===== config.mk =====
export PLATFORM = sky130hd
export DESIGN_NAME = ysyx_23060072_redirect_ctrl_flat
export DESIGN_NICKNAME = d
export VERILOG_FILES = /design/src/rtl/ysyx_23060072_redirect_ctrl_pkg.sv /design/src/rtl/ysyx_23060072_redirect_ctrl_if.sv /design/src/rtl/ysyx_23060072_redirect_ctrl.sv /design/src/flat_wrapper.sv
export SDC_FILE = /design/constraint.sdc
export NUM_CORES = 1
export LEC_CHECK = 0
export BUFFER_PORTS_ARGS = -buffer_cell sky130_fd_sc_hd__buf_2
export CAP_MARGIN = 20
export CORE_ASPECT_RATIO = 0.75
export CORE_MARGIN = 4
export CORE_UTILIZATION = 52
export DETAILED_ROUTE_END_ITERATION = 10
export GPL_TIMING_DRIVEN = 0
export PLACE_DENSITY = 0.89
export SYNTH_ARGS = -nofsm -noshare
export SYNTH_HDL_FRONTEND = slang
export SYNTH_SLANG_ARGS = --single-unit

===== constraint.sdc =====
create_clock -name clk -period 2.7 [get_ports clk]
set_input_delay 0.27 -clock clk [delete_from_list [all_inputs] [get_ports clk]]
set_output_delay 0.27 -clock clk [all_outputs]
set_load 0.01 [all_outputs]

===== src/rtl/ysyx_23060072_redirect_ctrl_pkg.sv =====
// Shared types for the EX->IF redirect controller.
// State encodings and flush-length limits.
package ysyx_23060072_redirect_ctrl_pkg;

    typedef enum logic [2:0] {
        S_IDLE   = 3'd0,
        S_FDRAIN = 3'd1,
        S_FFLUSH = 3'd2,
        S_REDIR  = 3'd3,
        S_HOLD   = 3'd4
    } redir_state_t;

    localparam int FLUSH_CYCLES_MIN = 1;
    localparam int FLUSH_CYCLES_MAX = 15;
    localparam int HOLD_W           = 4;

endpackage


===== src/rtl/ysyx_23060072_redirect_ctrl_if.sv =====
// Bundle between EX, IF, LSU and I-cache for redirects.
// master = redirect controller, slave = surrounding core.
interface ysyx_23060072_redirect_ctrl_if #(
    parameter int CNT_W = 16
);
    logic             ex_valid_i;
    logic             ex_jump_flag_i;
    logic [31:0]      ex_jump_pc_i;
    logic             ex_fence_i_i;
    logic             ifu_ready_i;
    logic             lsu_idle_i;
    logic             icache_flush_ack_i;
    logic             redirect_valid_o;
    logic [31:0]      redirect_pc_o;
    logic             flush_o;
    logic             ex_stall_o;
    logic             icache_flush_req_o;
    logic [CNT_W-1:0] redirect_cnt_o;

    modport master (
        input  ex_valid_i,
        input  ex_jump_flag_i,
        input  ex_jump_pc_i,
        input  ex_fence_i_i,
        input  ifu_ready_i,
        input  lsu_idle_i,
        input  icache_flush_ack_i,
        output redirect_valid_o,
        output redirect_pc_o,
        output flush_o,
        output ex_stall_o,
        output icache_flush_req_o,
        output redirect_cnt_o
    );

    modport slave (
        output ex_valid_i,
        output ex_jump_flag_i,
        output ex_jump_pc_i,
        output ex_fence_i_i,
        output ifu_ready_i,
        output lsu_idle_i,
        output icache_flush_ack_i,
        input  redirect_valid_o,
        input  redirect_pc_o,
        input  flush_o,
        input  ex_stall_o,
        input  icache_flush_req_o,
        input  redirect_cnt_o
    );

endinterface


===== src/rtl/ysyx_23060072_redirect_ctrl.sv =====
// Sequences EX-stage jumps and FENCE.I into IF redirects.
// Holds the front end flushed/stalled until the redirect settles.
module ysyx_23060072_redirect_ctrl
    import ysyx_23060072_redirect_ctrl_pkg::*;
#(
    parameter int FLUSH_CYCLES = 2,
    parameter int CNT_W        = 16
) (
    input  logic clk,
    input  logic rst_n,
    ysyx_23060072_redirect_ctrl_if.master bus
);

    localparam logic [HOLD_W-1:0] HOLD_INIT =
        (FLUSH_CYCLES > 1) ? HOLD_W'(FLUSH_CYCLES - 2) : '0;

    redir_state_t      state;
    logic [31:0]       pc_q;
    logic [HOLD_W-1:0] hold_q;
    logic [CNT_W-1:0]  cnt_q;
    logic              event_hit;

    assign event_hit = bus.ex_valid_i & bus.ex_jump_flag_i;

    // Control FSM: capture target, drain/flush for FENCE.I, redirect, hold.
    always_ff @(posedge clk or negedge rst_n) begin
        if (!rst_n) begin
            state  <= S_IDLE;
            pc_q   <= '0;
            hold_q <= '0;
            cnt_q  <= '0;
        end else begin
            unique case (state)
                S_IDLE: begin
                    if (event_hit) begin
                        pc_q  <= bus.ex_jump_pc_i;
                        state <= bus.ex_fence_i_i ? S_FDRAIN : S_REDIR;
                    end
                end
                S_FDRAIN: begin
                    if (bus.lsu_idle_i) state <= S_FFLUSH;
                end
                S_FFLUSH: begin
                    if (bus.icache_flush_ack_i) state <= S_REDIR;
                end
                S_REDIR: begin
                    if (bus.ifu_ready_i) begin
                        cnt_q <= (&cnt_q) ? cnt_q : cnt_q + 1'b1;
                        if (FLUSH_CYCLES == 1) begin
                            state <= S_IDLE;
                        end else begin
                            state  <= S_HOLD;
                            hold_q <= HOLD_INIT;
                        end
                    end
                end
                S_HOLD: begin
                    if (hold_q == '0) state <= S_IDLE;
                    else              hold_q <= hold_q - 1'b1;
                end
                default: state <= S_IDLE;
            endcase
        end
    end

    // Outputs decode directly from the registered state.
    always_comb begin
        bus.redirect_valid_o   = (state == S_REDIR);
        bus.flush_o            = (state == S_REDIR) | (state == S_HOLD);
        bus.ex_stall_o         = (state != S_IDLE);
        bus.icache_flush_req_o = (state == S_FFLUSH);
        bus.redirect_pc_o      = pc_q;
        bus.redirect_cnt_o     = cnt_q;
    end

endmodule

===== src/flat_wrapper.sv =====
// flat-port wrapper written by rule: the top's interface ports become plain ports
module ysyx_23060072_redirect_ctrl_flat import ysyx_23060072_redirect_ctrl_pkg::*;
#(
    parameter int FLUSH_CYCLES = 2,
    parameter int CNT_W        = 16
)
  (clk, rst_n, bus_ex_valid_i, bus_ex_jump_flag_i, bus_ex_jump_pc_i, bus_ex_fence_i_i, bus_ifu_ready_i, bus_lsu_idle_i, bus_icache_flush_ack_i, bus_redirect_valid_o, bus_redirect_pc_o, bus_flush_o, bus_ex_stall_o, bus_icache_flush_req_o, bus_redirect_cnt_o);
  ysyx_23060072_redirect_ctrl_if #(.CNT_W(CNT_W)) bus_i ();
  input  logic clk;
  input  logic rst_n;
  input wire logic [$bits(bus_i.ex_valid_i)-1:0] bus_ex_valid_i;
  input wire logic [$bits(bus_i.ex_jump_flag_i)-1:0] bus_ex_jump_flag_i;
  input wire logic [$bits(bus_i.ex_jump_pc_i)-1:0] bus_ex_jump_pc_i;
  input wire logic [$bits(bus_i.ex_fence_i_i)-1:0] bus_ex_fence_i_i;
  input wire logic [$bits(bus_i.ifu_ready_i)-1:0] bus_ifu_ready_i;
  input wire logic [$bits(bus_i.lsu_idle_i)-1:0] bus_lsu_idle_i;
  input wire logic [$bits(bus_i.icache_flush_ack_i)-1:0] bus_icache_flush_ack_i;
  output wire logic [$bits(bus_i.redirect_valid_o)-1:0] bus_redirect_valid_o;
  output wire logic [$bits(bus_i.redirect_pc_o)-1:0] bus_redirect_pc_o;
  output wire logic [$bits(bus_i.flush_o)-1:0] bus_flush_o;
  output wire logic [$bits(bus_i.ex_stall_o)-1:0] bus_ex_stall_o;
  output wire logic [$bits(bus_i.icache_flush_req_o)-1:0] bus_icache_flush_req_o;
  output wire logic [$bits(bus_i.redirect_cnt_o)-1:0] bus_redirect_cnt_o;
  assign bus_i.ex_valid_i = bus_ex_valid_i;
  assign bus_i.ex_jump_flag_i = bus_ex_jump_flag_i;
  assign bus_i.ex_jump_pc_i = bus_ex_jump_pc_i;
  assign bus_i.ex_fence_i_i = bus_ex_fence_i_i;
  assign bus_i.ifu_ready_i = bus_ifu_ready_i;
  assign bus_i.lsu_idle_i = bus_lsu_idle_i;
  assign bus_i.icache_flush_ack_i = bus_icache_flush_ack_i;
  assign bus_redirect_valid_o = bus_i.redirect_valid_o;
  assign bus_redirect_pc_o = bus_i.redirect_pc_o;
  assign bus_flush_o = bus_i.flush_o;
  assign bus_ex_stall_o = bus_i.ex_stall_o;
  assign bus_icache_flush_req_o = bus_i.icache_flush_req_o;
  assign bus_redirect_cnt_o = bus_i.redirect_cnt_o;
  ysyx_23060072_redirect_ctrl #(.FLUSH_CYCLES(FLUSH_CYCLES), .CNT_W(CNT_W)) u_core (.clk(clk), .rst_n(rst_n), .bus(bus_i));
endmodule

**Word level (Yosys, flattened, before mapping)**

Cells that the tools add are included.

- Register bits after elaboration: 55
- Bits of input ports: 40
- Output and inout bits: 52
- Memory bits (read-only): 0
- Logic and storage cells: 38
- Latch bits: 0
- Bits in writable memories: 0
- Memories kept: 0

- Multipliers: 0
- Reductions and logical operators: 9
- Bitwise gates (word level): 3
- Div/mod/pow operators: 0
- $add $sub $neg: 2
- Equal/unequal tests: 10
- $lt $le $gt $ge: 0
- Shift operators: 0
- Muxes and demuxes: 10

Operators with widths:

| kind | count |
|---|---|
| adder 16 x 1 -> 16 bit, second input constant | 1 |
| AND reduction 16 bit | 1 |
| two-way mux 3 bit | 5 |
| case mux 3 bit (5 select lines) | 1 |
| two-way mux 4 bit | 2 |
| != test 2 bit, second input constant | 4 |
| case mux 4 bit (2 select lines) | 1 |
| equality test 3 x 2 -> 1 bit, second input constant | 2 |
| AND reduction 3 bit | 2 |
| AND reduction 5 bit | 1 |
| logical NOT 4 bit | 1 |
| != test 2 x 1 -> 1 bit, second input constant | 2 |
| subtractor 4 x 1 -> 4 bit, second input constant | 1 |
| equality test 3 x 1 -> 1 bit, second input constant | 1 |
| equality test 3 bit, second input constant | 1 |
| logical NOT 3 bit | 1 |
| nonzero test 3 bit | 1 |
| two-way mux 2 bit | 1 |
| AND reduction 2 bit | 1 |
| nonzero test 2 bit | 1 |
| AND 1 bit | 1 |
| inverter 1 bit | 1 |
| bitwise OR 1 bit | 1 |

**Longest topological paths before layout**

Gate-level depths: netlist (run 1).

- Depth after elaboration: 3
- Depth in mapped cells: 7
- Mapped depth without buffers: 6

**Worst setup path after synthesis (run 1)**

OpenSTA, ideal clock, no wires.

- Path kind: flip-flop to flip-flop
- From: register u_core.state[1]
- To: register u_core.pc_q[10], in the netlist u_core.bus.redirect_pc_o[10]
- Cell stages (with the launch flop): 6
- Slack: 0.990 ns
- Library setup time: 0.127 ns
- Arrival time: 1.583 ns
- Path through: dfrtp_1 -> buf_4 -> or3_4 -> nor2_4 -> buf_6 -> mux2_1

- Longest elaborated chain between the ends: 2

Ends and longest elaborated chain:

| item | line | text |
|---|---|---|
| from (decl) | ysyx_23060072_redirect_ctrl.sv:17 | `redir_state_t state;` |
| from (signal assigned) | ysyx_23060072_redirect_ctrl.sv:37 | `state <= bus.ex_fence_i_i ? S_FDRAIN : S_REDIR;` |
| logical NOT 3 bit | ysyx_23060072_redirect_ctrl.sv:33 | `unique case (state)` |
| AND reduction 2 bit (no source line) | -- |  |
| to (signal assigned) | ysyx_23060072_redirect_ctrl.sv:36 | `pc_q <= bus.ex_jump_pc_i;` |
| to (decl) | ysyx_23060072_redirect_ctrl.sv:18 | `logic [31:0] pc_q;` |

Every way passes these cells.
A chain may end at the register's enable or synchronous reset.

**Final worst setup path (run 1)**

- From: register u_core.state[1]
- To: register u_core.pc_q[9], in the netlist u_core.bus.redirect_pc_o[9]

The elaborated chain is that of the path after synthesis.

==> results of run 1 <==
## flip-flops by register name, indices dropped and copies added, names as in the netlist
name / flops
u_core.bus.redirect_pc_o: 32
u_core.bus.redirect_cnt_o: 16
u_core.hold_q: 4
u_core.state: 3
## cell type report
class	instances	area (um^2)
fillers	357	1408
well taps	57	71.32
plain buffers	7	57.56
flip-flops and latches	55	1376
clock inverters	2	16.27
inverters	3	11.26
repair buffers	93	485.5
multi-input cells	124	994.7
clock buffers	6	72.57
## worst register-to-register path, delay by kind of cell (launching register included)
| family | cells | cell delay (ns) |
|---|---|---|
| and+or+nand+nor | 2 | 0.60 |
| muxes | 1 | 0.35 |
| DFF | 1 | 0.39 |
| buffers and inverters | 2 | 0.35 |
## power by group through the flow
stage,registers (mW),clock network [mW],logic (mW)
after floorplan,1.45,0,0.538
after global placement,1.31,0,1.11
after detailed placement,1.34,0,1.14
after CTS,1.32,0.461,1.14
after global routing,1.37,0.503,1.24
final,1.32,0.448,1.12
## through the flow
stage,hold WS [ns],instances,worst slack (ns),utilization
after global routing,0.1662,347,0.7916,0.6867
after floorplan,-0.02559,189,0.9896,-
after CTS,0.1683,347,0.8675,0.6867
after detailed placement,0.3028,338,0.8851,0.6647
final,0.1784,347,0.8898,0.6867
after global placement,0.4621,337,0.9270,0.6603
## routing by layer
| metal | vias to the layer above | track usage | wire (um) | part of all wire |
|---|---|---|---|---|
| met5 | - | 0 | 0 | 0 |
| met4 | 0 | 0.02874 | 12 | 0.0025 |
| met3 | 2 | 0.04146 | 355 | 0.074 |
| met2 | 54 | 0.2936 | 2280 | 0.48 |
| met1 | 892 | 0.2209 | 2148 | 0.45 |
| li1 | 888 | - | - | - |
## worst max-delay path by stage
stage	from	end	slack, ns	cells after the start
after detailed placement	u_core.state[1]$_DFFE_PN0P_	u_core.bus.redirect_pc_o[9]$_DFFE_PN0P_	0.89	5
after global placement	u_core.state[1]$_DFFE_PN0P_	u_core.bus.redirect_pc_o[17]$_DFFE_PN0P_	0.93	5
after global routing	u_core.state[2]$_DFFE_PN0P_	bus_flush_o	0.79	3
final	u_core.state[1]$_DFFE_PN0P_	u_core.bus.redirect_pc_o[9]$_DFFE_PN0P_	0.89	5
after CTS	u_core.state[1]$_DFFE_PN0P_	u_core.bus.redirect_pc_o[9]$_DFFE_PN0P_	0.87	5
after floorplan	u_core.state[1]$_DFFE_PN0P_	u_core.bus.redirect_pc_o[10]$_DFFE_PN0P_	0.99	5
## cells by family after synthesis
family	synth area share
XOR/XNOR	0.02513
AO/OA/AOI/OAI	0.06155
buffers and inverters	0.02820
multiplexers	0.1703
adder cells (fa/ha/maj)	0.01025
AND/OR/NAND/NOR	0.1405
flip-flops	0.5641
## synth_stat cells, types with 3 or more instances
library cell               number
sky130_fd_sc_hd__a211oi_1       3
sky130_fd_sc_hd__a21oi_1        6
sky130_fd_sc_hd__and3_1         4
sky130_fd_sc_hd__buf_6          3
sky130_fd_sc_hd__dfrtp_1       55
sky130_fd_sc_hd__inv_1          3
sky130_fd_sc_hd__mux2_1        36
sky130_fd_sc_hd__nand2_1        7
sky130_fd_sc_hd__nand3_1        9
sky130_fd_sc_hd__nand4_1        5
sky130_fd_sc_hd__nor2_1         6
sky130_fd_sc_hd__nor3_1         5
sky130_fd_sc_hd__o21ai_0        3
sky130_fd_sc_hd__o21ai_1        4
sky130_fd_sc_hd__xnor2_1        5
==> impl_summary.log, run 1 <==
[metrics] Placement Cell Area: 2987 um^2
[metrics] crit path max fanout: 10
[metrics] Final Net Count: about 330
[metrics] transition time at the pin with the least slew margin: between 0.5 and 0.6 ns
[metrics] Num Clock Sinks: 55
[metrics] slowest stage cell on the critical path: sky130_fd_sc_hd__or3_4
[metrics] routability cong.: around 0.76
[metrics] insertion delay of the later-clocked pin in the worst-skew pair: 0.30 ns
[metrics] number of global-route vias before repair: 1,710
[metrics] IR drop worst, VDD: 697.1 uV
[metrics] cells after synthesis: 189
[metrics] ratio of cells with drive above 1 in the final layout: 0.3862
[metrics] leading cell types by total area after synthesis: sky130_fd_sc_hd__dfrtp_1, sky130_fd_sc_hd__mux2_1, sky130_fd_sc_hd__nand3_1
[metrics] router iterations before antenna repair: 4
[metrics] data arrival time of the worst path: approximately 2.0 ns
[metrics] reported net switching power: 1.011 mW
[metrics] min cycle time layout: 1.810 ns
[metrics] nets in the synthesized netlist: 231
[metrics] sequential area share after synthesis: 0.5641
[metrics] Synth Cell Area: 2440 um^2
[metrics] number of synthesized register bits: 55
[metrics] number of buffers on the longest clock path: 2
[metrics] Worst R2R Path Depth: 5
[metrics] Final Power: 2.882 mW
[metrics] buffer type at the clock tree root: sky130_fd_sc_hd__clkbuf_8
[metrics] aggregate global-route resource usage: 0.1692
[metrics] final routed wire length divided by cell count: 13.82 um
[metrics] area added between synthesis and finish: 26.46%
[metrics] Worst Setup End Kind: register
[metrics] number of failing hold endpoints at the final stage: 0
[metrics] final number of max-transition violations: 0
[metrics] final total negative setup slack: 0 ns
[metrics] largest area contributor in the synthesized netlist: sky130_fd_sc_hd__dfrtp_1
[metrics] CTS tree: done
[metrics] net switching fraction of the power: 0.3508
[metrics] half-perimeter wire length of the detailed placement result: 3743 um
[metrics] Die H: around 67 um
[metrics] proportion of netlist area held by the largest area contributor: 0.5641
[metrics] Final Cycle Share: 0.6705
[metrics] number of antenna violations at the first check in global routing: 0
[metrics] initial drt markers: 69
[metrics] Die Outline Area: between 5000 and 6000 um^2
[metrics] clock-pin slew reported for the worst setup and hold paths after clock tree synthesis: 0.09 ns
[metrics] Std-Cell Rows: 21
[metrics] number of buffer cells added on primary ports: 91
[metrics] MaxCap Viol Count: 0
[metrics] number of CTS-inserted buffers: 5
[metrics] worst-case headroom to the max-slew limit: 0.6101
[metrics] setup violators final: 0
[metrics] average footprint of a synthesized cell: 12.91 um^2
[metrics] internal power: 1.871 mW
[metrics] R2R setup slack: between 0.8 and 0.9 ns
[metrics] RSZ-0062 raised after global routing: no
[metrics] WHS Path Cells: 2
[metrics] CP required: 2.88 ns
[metrics] Power per Cell Area: 934.1 nW/um^2
[metrics] dominant register cell in the synthesized netlist: sky130_fd_sc_hd__dfrtp_1
[metrics] count of vias placed by the detailed router: 1,836
[metrics] Static Leak: 1.517 nW
[metrics] CP cell instances: buf_4 > or3_4 > nor2_4 > buf_6 > mux2_1
[metrics] commonest cells after routing, fill and taps aside: sky130_fd_sc_hd__buf_2, sky130_fd_sc_hd__dfrtp_1, sky130_fd_sc_hd__mux2_1
[metrics] GRT Residual Overflow: 0
[metrics] Combinational Power Share: 0.388
[metrics] standard cell core area: 4493 um^2
[metrics] post-detailed-route count of antenna-violating nets: 0
[metrics] most common library cell in the layout ignoring fill and taps: sky130_fd_sc_hd__buf_2
[metrics] number of hold-repair buffers added at the cts stage: 1
[metrics] reg-to-reg startpoint: u_core.state[1]$_DFFE_PN0P_
[metrics] share of flip-flops with an asynchronous set or reset: 1.000
[metrics] clock skew after layout: 0.007957 ns
[metrics] die width: about 87 um
[metrics] status: finished, final reports clean
[metrics] worst min-delay path category: input pin to register
[metrics] proportion of power drawn by the clock network: 0.155
[metrics] crit path kind: register to register
[metrics] FMAX: 0.5524 GHz
[metrics] number of buffer and inverter instances along the worst setup path: 2
[metrics] count of instances resized after the clock tree is built: 0
[metrics] worst hold path startpoint: bus_ex_jump_pc_i[24]
[metrics] number of H-tree levels: 2
[metrics] Residual DRC: 0
[metrics] count of cell types in the netlist: 43
[metrics] largest incremental delay on the critical path: 0.40 ns
[metrics] gate family responsible for the most delay along the worst path: simple AND/OR/NAND/NOR gates
[metrics] Min-Delay Endpoint: u_core.bus.redirect_pc_o[24]$_DFFE_PN0P_
[metrics] cell area after layout: 3085 um^2
[metrics] count of flip-flops with a built-in enable after synthesis: 0
[metrics] vias per inst: 5.291
[metrics] top-level port count: 92
[metrics] maximum number of pins on one net before global-route repair: 30
[metrics] # Post-CTS Setup Buffers: 0
[metrics] wire length of the first global-routing pass: between 7000 and 8000 um
[metrics] worst reg2reg path endpoint: u_core.bus.redirect_pc_o[9]$_DFFE_PN0P_
[metrics] aggregate routed wire length: between 4000 and 5000 um
[metrics] initial core utilization: 0.5430
[metrics] startpoint type of the worst setup path: register
[metrics] share of power burned in registers: 0.457
[metrics] Yosys Warn Count: 0
[metrics] number of diodes: 0
Power figures use the tool's default switching activity.
==> run 2, diff against run 1 <==
- CORE_UTILIZATION: 52 -> 49
- PLACE_DENSITY: 0.89 -> 0.85
- clock period: 2.7 -> 1.8 ns (I/O delays scaled with it)
==> impl_summary.log, run 2 (synthesis results as in run 1) <==
[metrics] status: finished, final reports clean
[metrics] count of vias placed by the detailed router: 1,794
[metrics] worst hold slack: 0.08204 ns
[metrics] Std-Cell Rows: 21
[metrics] RSZ-0062 raised after global routing: yes
[metrics] insertion delay of the later-clocked pin in the worst-skew pair: 0.30 ns
[metrics] Largest register FFs: 32
[metrics] area added between synthesis and finish: 27.08%
[metrics] number of failing hold endpoints at the final stage: 0
[metrics] setup violators final: 0
[metrics] IR drop worst, VDD: 1023 uV
[metrics] final number of max-transition violations: 0
[metrics] Die H: just under 70 um
[metrics] min cycle time layout: 1.734 ns
[metrics] share of power burned in registers: 0.458
[metrics] vias per inst: 5.155
[metrics] core utilization of the finished layout: 0.6705
[metrics] routability cong.: 0.7534
[metrics] aggregate routed wire length: a little over 5000 um
[metrics] CTS tree: done
[metrics] number of CTS-inserted buffers: 5
[metrics] number of antenna violations at the first check in global routing: 0
[metrics] Worst Setup End Kind: register
[metrics] worst-case setup slack after placement: -0.02518 ns
[metrics] top-level port count: 92
[metrics] ratio of cells with drive above 1 in the final layout: 0.3883
[metrics] Residual DRC: 0
[metrics] Final Net Count: 332
[metrics] number of H-tree levels: 2
[metrics] number of buffers on the longest clock path: 2
[metrics] transition time at the pin with the least slew margin: 0.5128 ns
[metrics] die width: about 90 um
[metrics] cell area after layout: between 3000 and 4000 um^2
[metrics] startpoint type of the worst setup path: register
[metrics] crit path max fanout: 10
[metrics] number of filler instances in the final layout: 340
[metrics] aggregate global-route resource usage: 0.1685
[metrics] FMAX: 0.5767 GHz
[metrics] number of buffer cells added on primary ports: 91
[metrics] number of global-route vias before repair: around 1,700
[metrics] Die Outline Area: 6184 um^2
[metrics] Power per Cell Area: roughly 1400 nW/um^2
[metrics] worst-case headroom to the max-slew limit: 0.6550
[metrics] wire length of the first global-routing pass: 8017 um
[metrics] Placement Cell Area: 2987 um^2
[metrics] Static Leak: 1.539 nW
[metrics] number of diodes: 0
[metrics] net switching fraction of the power: 0.3485
[metrics] internal power: about 2.8 mW
[metrics] MaxCap Viol Count: 0
[metrics] commonest cells after routing, fill and taps aside: sky130_fd_sc_hd__buf_2, sky130_fd_sc_hd__dfrtp_1, sky130_fd_sc_hd__mux2_1
[metrics] most common library cell in the layout ignoring fill and taps: sky130_fd_sc_hd__buf_2
[metrics] proportion of power drawn by the clock network: 0.147
[metrics] buffer type at the clock tree root: sky130_fd_sc_hd__clkbuf_8
[metrics] initial core utilization: 0.5276
[metrics] initial drt markers: between 50 and 60
[metrics] start point of the critical path: u_core.state[1]$_DFFE_PN0P_
[metrics] final non-filler cell total: approximately 350
[metrics] final routed wire length divided by cell count: 14.62 um
[metrics] GRT Residual Overflow: 0
[metrics] Final Cycle Share: 0.9633
[metrics] data arrival time of the worst path: 1.92 ns
[metrics] standard cell core area: 4624 um^2
[metrics] final worst slack: 0.06601 ns
[metrics] reported net switching power: 1.505 mW
[metrics] Combinational Power Share: 0.395
[metrics] half-perimeter wire length of the detailed placement result: 3899 um
[metrics] CP required: approximately 2 ns
[metrics] reg-to-reg startpoint: u_core.state[1]$_DFFE_PN0P_
[metrics] worst hold path startpoint: bus_ex_jump_pc_i[9]
[metrics] clock-pin slew reported for the worst setup and hold paths after clock tree synthesis: around 0.090 ns
[metrics] maximum number of pins on one net before global-route repair: 40
[metrics] clock skew after layout: about 0.0079 ns
[metrics] crit path kind: register to register
[metrics] worst min-delay path category: input pin to register
[metrics] DP Cell Count: 338
[metrics] router iterations before antenna repair: 4
[metrics] post-detailed-route count of antenna-violating nets: 0
[metrics] Num Clock Sinks: 55
[run 2: path summary, 6_finish.rpt]
check	cells after the start	slack, ns	to
setup / recovery	5	0.07	u_core.bus.redirect_pc_o[4]$_DFFE_PN0P_
hold / removal	2	0.08	u_core.bus.redirect_pc_o[9]$_DFFE_PN0P_
setup reg to reg	5	0.07	u_core.bus.redirect_pc_o[4]$_DFFE_PN0P_
hold reg to reg	1	0.48	u_core.bus.redirect_pc_o[28]$_DFFE_PN0P_
max in group asynchronous	3	0.92	u_core.bus.redirect_pc_o[30]$_DFFE_PN0P_
min in group asynchronous	2	0.34	u_core.bus.redirect_cnt_o[14]$_DFFE_PN0P_
[run 2: timing repair]
| item | 4_1_cts | 5_1_grt |
|---|---|---|
| hold endpoints to repair | 16 | 0 |
| setup endpoints to repair | 25 | 27 |
| pin swaps | 1 | 0 |
| setup buffers | 1 | 0 |
| hold buffers | 1 | 0 |
| gates resized for setup | 0 | 3 |
[run 2: through the flow]
stage                     setup TNS, ns  power [mW]
after floorplan                       0       2.987
after global placement                0       3.630
after detailed placement       -0.03663       3.716
after CTS                             0       4.368
after global routing           -0.09998       4.659
final                                 0       4.317
[run 2: cell type report]
cell class | instances | area (um^2) | share of cell area
tap | 57 | 71.32 | 0.02300
timing repair buffer | 94 | 493.0 | 0.1590
multi-input combinational | 124 | 1006 | 0.3245
buffer | 7 | 61.31 | 0.01977
clock inverter | 1 | 5.005 | 0.001614
inverter | 3 | 11.26 | 0.003632
sequential | 55 | 1376 | 0.4439
clock buffer | 7 | 76.32 | 0.02462
[run 2: per-layer routing]
metal	part of all wire	global-route usage
met3	0.074	0.03929
met5	0	0
met2	0.47	0.2682
met4	0.014	0.05950
met1	0.44	0.2239
[run 2: power by group through the flow]
stage / clock network (mW) / logic (mW) / registers, mW
6_report: 0.635 / 1.71 / 1.98
5_1_grt: 0.707 / 1.90 / 2.05
3_3_place_gp: 0 / 1.66 / 1.97
2_1_floorplan: 0 / 0.807 / 2.18
4_1_cts: 0.665 / 1.73 / 1.98
3_5_place_dp: 0 / 1.71 / 2.00
[run 2: critical path, cell delays in order, from the launching register on]
cell	delay [ns]
sky130_fd_sc_hd__dfrtp_1	0.40
sky130_fd_sc_hd__buf_6	0.15
sky130_fd_sc_hd__or3_4	0.40
sky130_fd_sc_hd__nor2_4	0.15
sky130_fd_sc_hd__buf_6	0.17
sky130_fd_sc_hd__mux2_1	0.35
==> run 3, diff against run 2 <==
- HOLD_SLACK_MARGIN: not set -> 0.15
==> impl_summary.log, run 3 (synthesis results as in run 1) <==
[metrics] router iterations before antenna repair: 4
[metrics] initial core utilization: 0.5276
[metrics] CTS tree: done
[metrics] number of filler instances in the final layout: 295
[metrics] worst-case headroom to the max-slew limit: 0.6665
[metrics] Power per Cell Area: 1289 nW/um^2
[metrics] number of buffer cells added on primary ports: 91
[metrics] reg-to-reg startpoint: u_core.state[1]$_DFFE_PN0P_
[metrics] Die Outline Area: 6184 um^2
[metrics] buffer type at the clock tree root: sky130_fd_sc_hd__clkbuf_8
[metrics] wire length of the first global-routing pass: 9342 um
[metrics] crit path max fanout: 10
[metrics] worst reg2reg path endpoint: u_core.bus.redirect_pc_o[4]$_DFFE_PN0P_
[metrics] die width: 89.48 um
[metrics] RSZ-0062 raised after global routing: yes
[metrics] standard cell core area: 4624 um^2
[metrics] final number of max-transition violations: 0
[metrics] clock-pin slew reported for the worst setup and hold paths after clock tree synthesis: 0.09 ns
[metrics] final worst slack: 0.05625 ns
[metrics] worst-case setup slack after placement: -0.02518 ns
[metrics] ratio of cells with drive above 1 in the final layout: 0.3549
[metrics] FMAX: 0.5735 GHz
[metrics] number of CTS-inserted buffers: 5
[metrics] final total negative setup slack: 0 ns
[metrics] final routed wire length divided by cell count: between 15 and 20 um
[metrics] detailed-routed wire length on met2: 2976 um
[metrics] aggregate global-route resource usage: 0.1968
[metrics] aggregate routed wire length: slightly below 6000 um
[metrics] post-detailed-route count of antenna-violating nets: 0
[metrics] Num Clock Sinks: 55
[metrics] initial drt markers: 95
[metrics] start point of the critical path: u_core.state[1]$_DFFE_PN0P_
[metrics] IR drop worst, VDD: 1040 uV
[metrics] Worst Setup End Kind: register
[metrics] number of antenna violations at the first check in global routing: 0
[metrics] count of vias placed by the detailed router: 1,972
[metrics] GRT Residual Overflow: 0
[metrics] setup violators final: 0
[metrics] Die H: 69.11 um
[metrics] MaxCap Viol Count: 0
[metrics] number of failing hold endpoints at the final stage: 0
[metrics] crit path kind: register to register
[metrics] worst setup path endpoint: u_core.bus.redirect_pc_o[4]$_DFFE_PN0P_
[metrics] half-perimeter wire length of the detailed placement result: 3899 um
[metrics] M1 wire length: 2392 um
[metrics] routability cong.: about 0.75
[metrics] number of buffers on the longest clock path: 2
[metrics] length of routed met3 wiring: 455 um
[metrics] Residual DRC: 0
[metrics] transition time at the pin with the least slew margin: 0.4957 ns
[metrics] Std-Cell Rows: 21
[metrics] number of diodes: 0
[metrics] startpoint type of the worst setup path: register
[metrics] worst min-delay path category: input pin to register
[metrics] min cycle time layout: 1.744 ns
[metrics] top-level port count: 92
[metrics] number of H-tree levels: 2
[metrics] insertion delay of the later-clocked pin in the worst-skew pair: about 0.3 ns
[metrics] area added between synthesis and finish: 40.87%
[metrics] commonest cells after routing, fill and taps aside: sky130_fd_sc_hd__buf_2, sky130_fd_sc_hd__dfrtp_1, sky130_fd_sc_hd__mux2_1
[metrics] Worst R2R Path Depth: 5
[metrics] Final Net Count: 365
[metrics] clock skew after layout: 0.008670 ns
[metrics] status: finished, final reports clean
[metrics] Largest register FFs: 32
[metrics] R2R setup slack: between 0.05 and 0.06 ns
[metrics] Static Leak: roughly 1.7 nW
[metrics] number of global-route vias before repair: 1,957
[metrics] topmost layer with routed signal wires: met4
[metrics] data arrival time of the worst path: 1.93 ns
[metrics] CP required: ~2 ns
[metrics] vias per inst: 5.176
[metrics] maximum number of pins on one net before global-route repair: 40
[metrics] most common library cell in the layout ignoring fill and taps: sky130_fd_sc_hd__buf_2
[metrics] Final Cycle Share: 0.9688
-- run 3: final cells by class --
| type | count | area, um^2 | area share |
|---|---|---|---|
| sequential | 55 | 1376 | 0.4004 |
| multi-input combinational | 124 | 1012 | 0.2945 |
| timing repair buffer | 127 | 823.3 | 0.2395 |
| clock buffer | 7 | 76.32 | 0.02221 |
| tap | 57 | 71.32 | 0.02075 |
| buffer | 7 | 61.31 | 0.01784 |
| inverter | 3 | 11.26 | 0.003276 |
| clock inverter | 1 | 5.005 | 0.001456 |
-- run 3: power breakdown --
part           internal (mW)  total, mW  switching [mW]
sequential              1.70       1.99           0.284
combinational          0.896       1.81           0.909
clock                  0.274      0.636           0.362
total                   2.87       4.43            1.56
-- run 3: worst max-delay path: stages (launching register included) --
cell and delay [ns]:
sky130_fd_sc_hd__dfrtp_1 0.40, sky130_fd_sc_hd__buf_6 0.14, sky130_fd_sc_hd__or3_4 0.40, sky130_fd_sc_hd__nor2_4 0.15, sky130_fd_sc_hd__buf_6 0.18, sky130_fd_sc_hd__mux2_1 0.35
-- run 3: metrics by stage --
step           cells    util  hold slack (ns)  instance area, um^2  total power, mW
2_1_floorplan    189       -          -0.1156                 2440            2.987
3_3_place_gp     337  0.6415           0.3946                 2967            3.630
3_5_place_dp     338  0.6458           0.1260                 2987            3.716
4_1_cts          381  0.7386           0.1718                 3416            4.423
5_1_grt          381  0.7432           0.2063                 3437            4.761
6_report         381  0.7432           0.1803                 3437            4.430
-- run 3: worst min path at each step --
stage,from,slack [ns],depth (start not counted),to
2_1_floorplan,rst_n,-0.12,0,u_core.bus.redirect_cnt_o[0]$_DFFE_PN0P_
4_1_cts,bus_lsu_idle_i,0.17,3,u_core.state[0]$_DFFE_PN0P_
3_3_place_gp,bus_ex_jump_pc_i[14],0.39,2,u_core.bus.redirect_pc_o[14]$_DFFE_PN0P_
6_report,bus_lsu_idle_i,0.18,3,u_core.state[0]$_DFFE_PN0P_
5_1_grt,bus_lsu_idle_i,0.21,3,u_core.state[0]$_DFFE_PN0P_
3_5_place_dp,rst_n,0.13,1,u_core.bus.redirect_cnt_o[14]$_DFFE_PN0P_
-- run 3: layer usage --
layer,vias up,track usage
li1,965,-
met1,930,0.2529
met2,69,0.3295
met3,8,0.04286
met4,0,0.05950
met5,-,0
-- run 3: repair_timing --
| action | CTS | global route |
|---|---|---|
| hold endpoints to repair | 57 | 0 |
| resized for setup | 0 | 5 |
| hold buffers | 34 | 0 |
| buffers inserted | 1 | 0 |
| setup endpoints to repair | 25 | 28 |
| pin swaps | 1 | 0 |
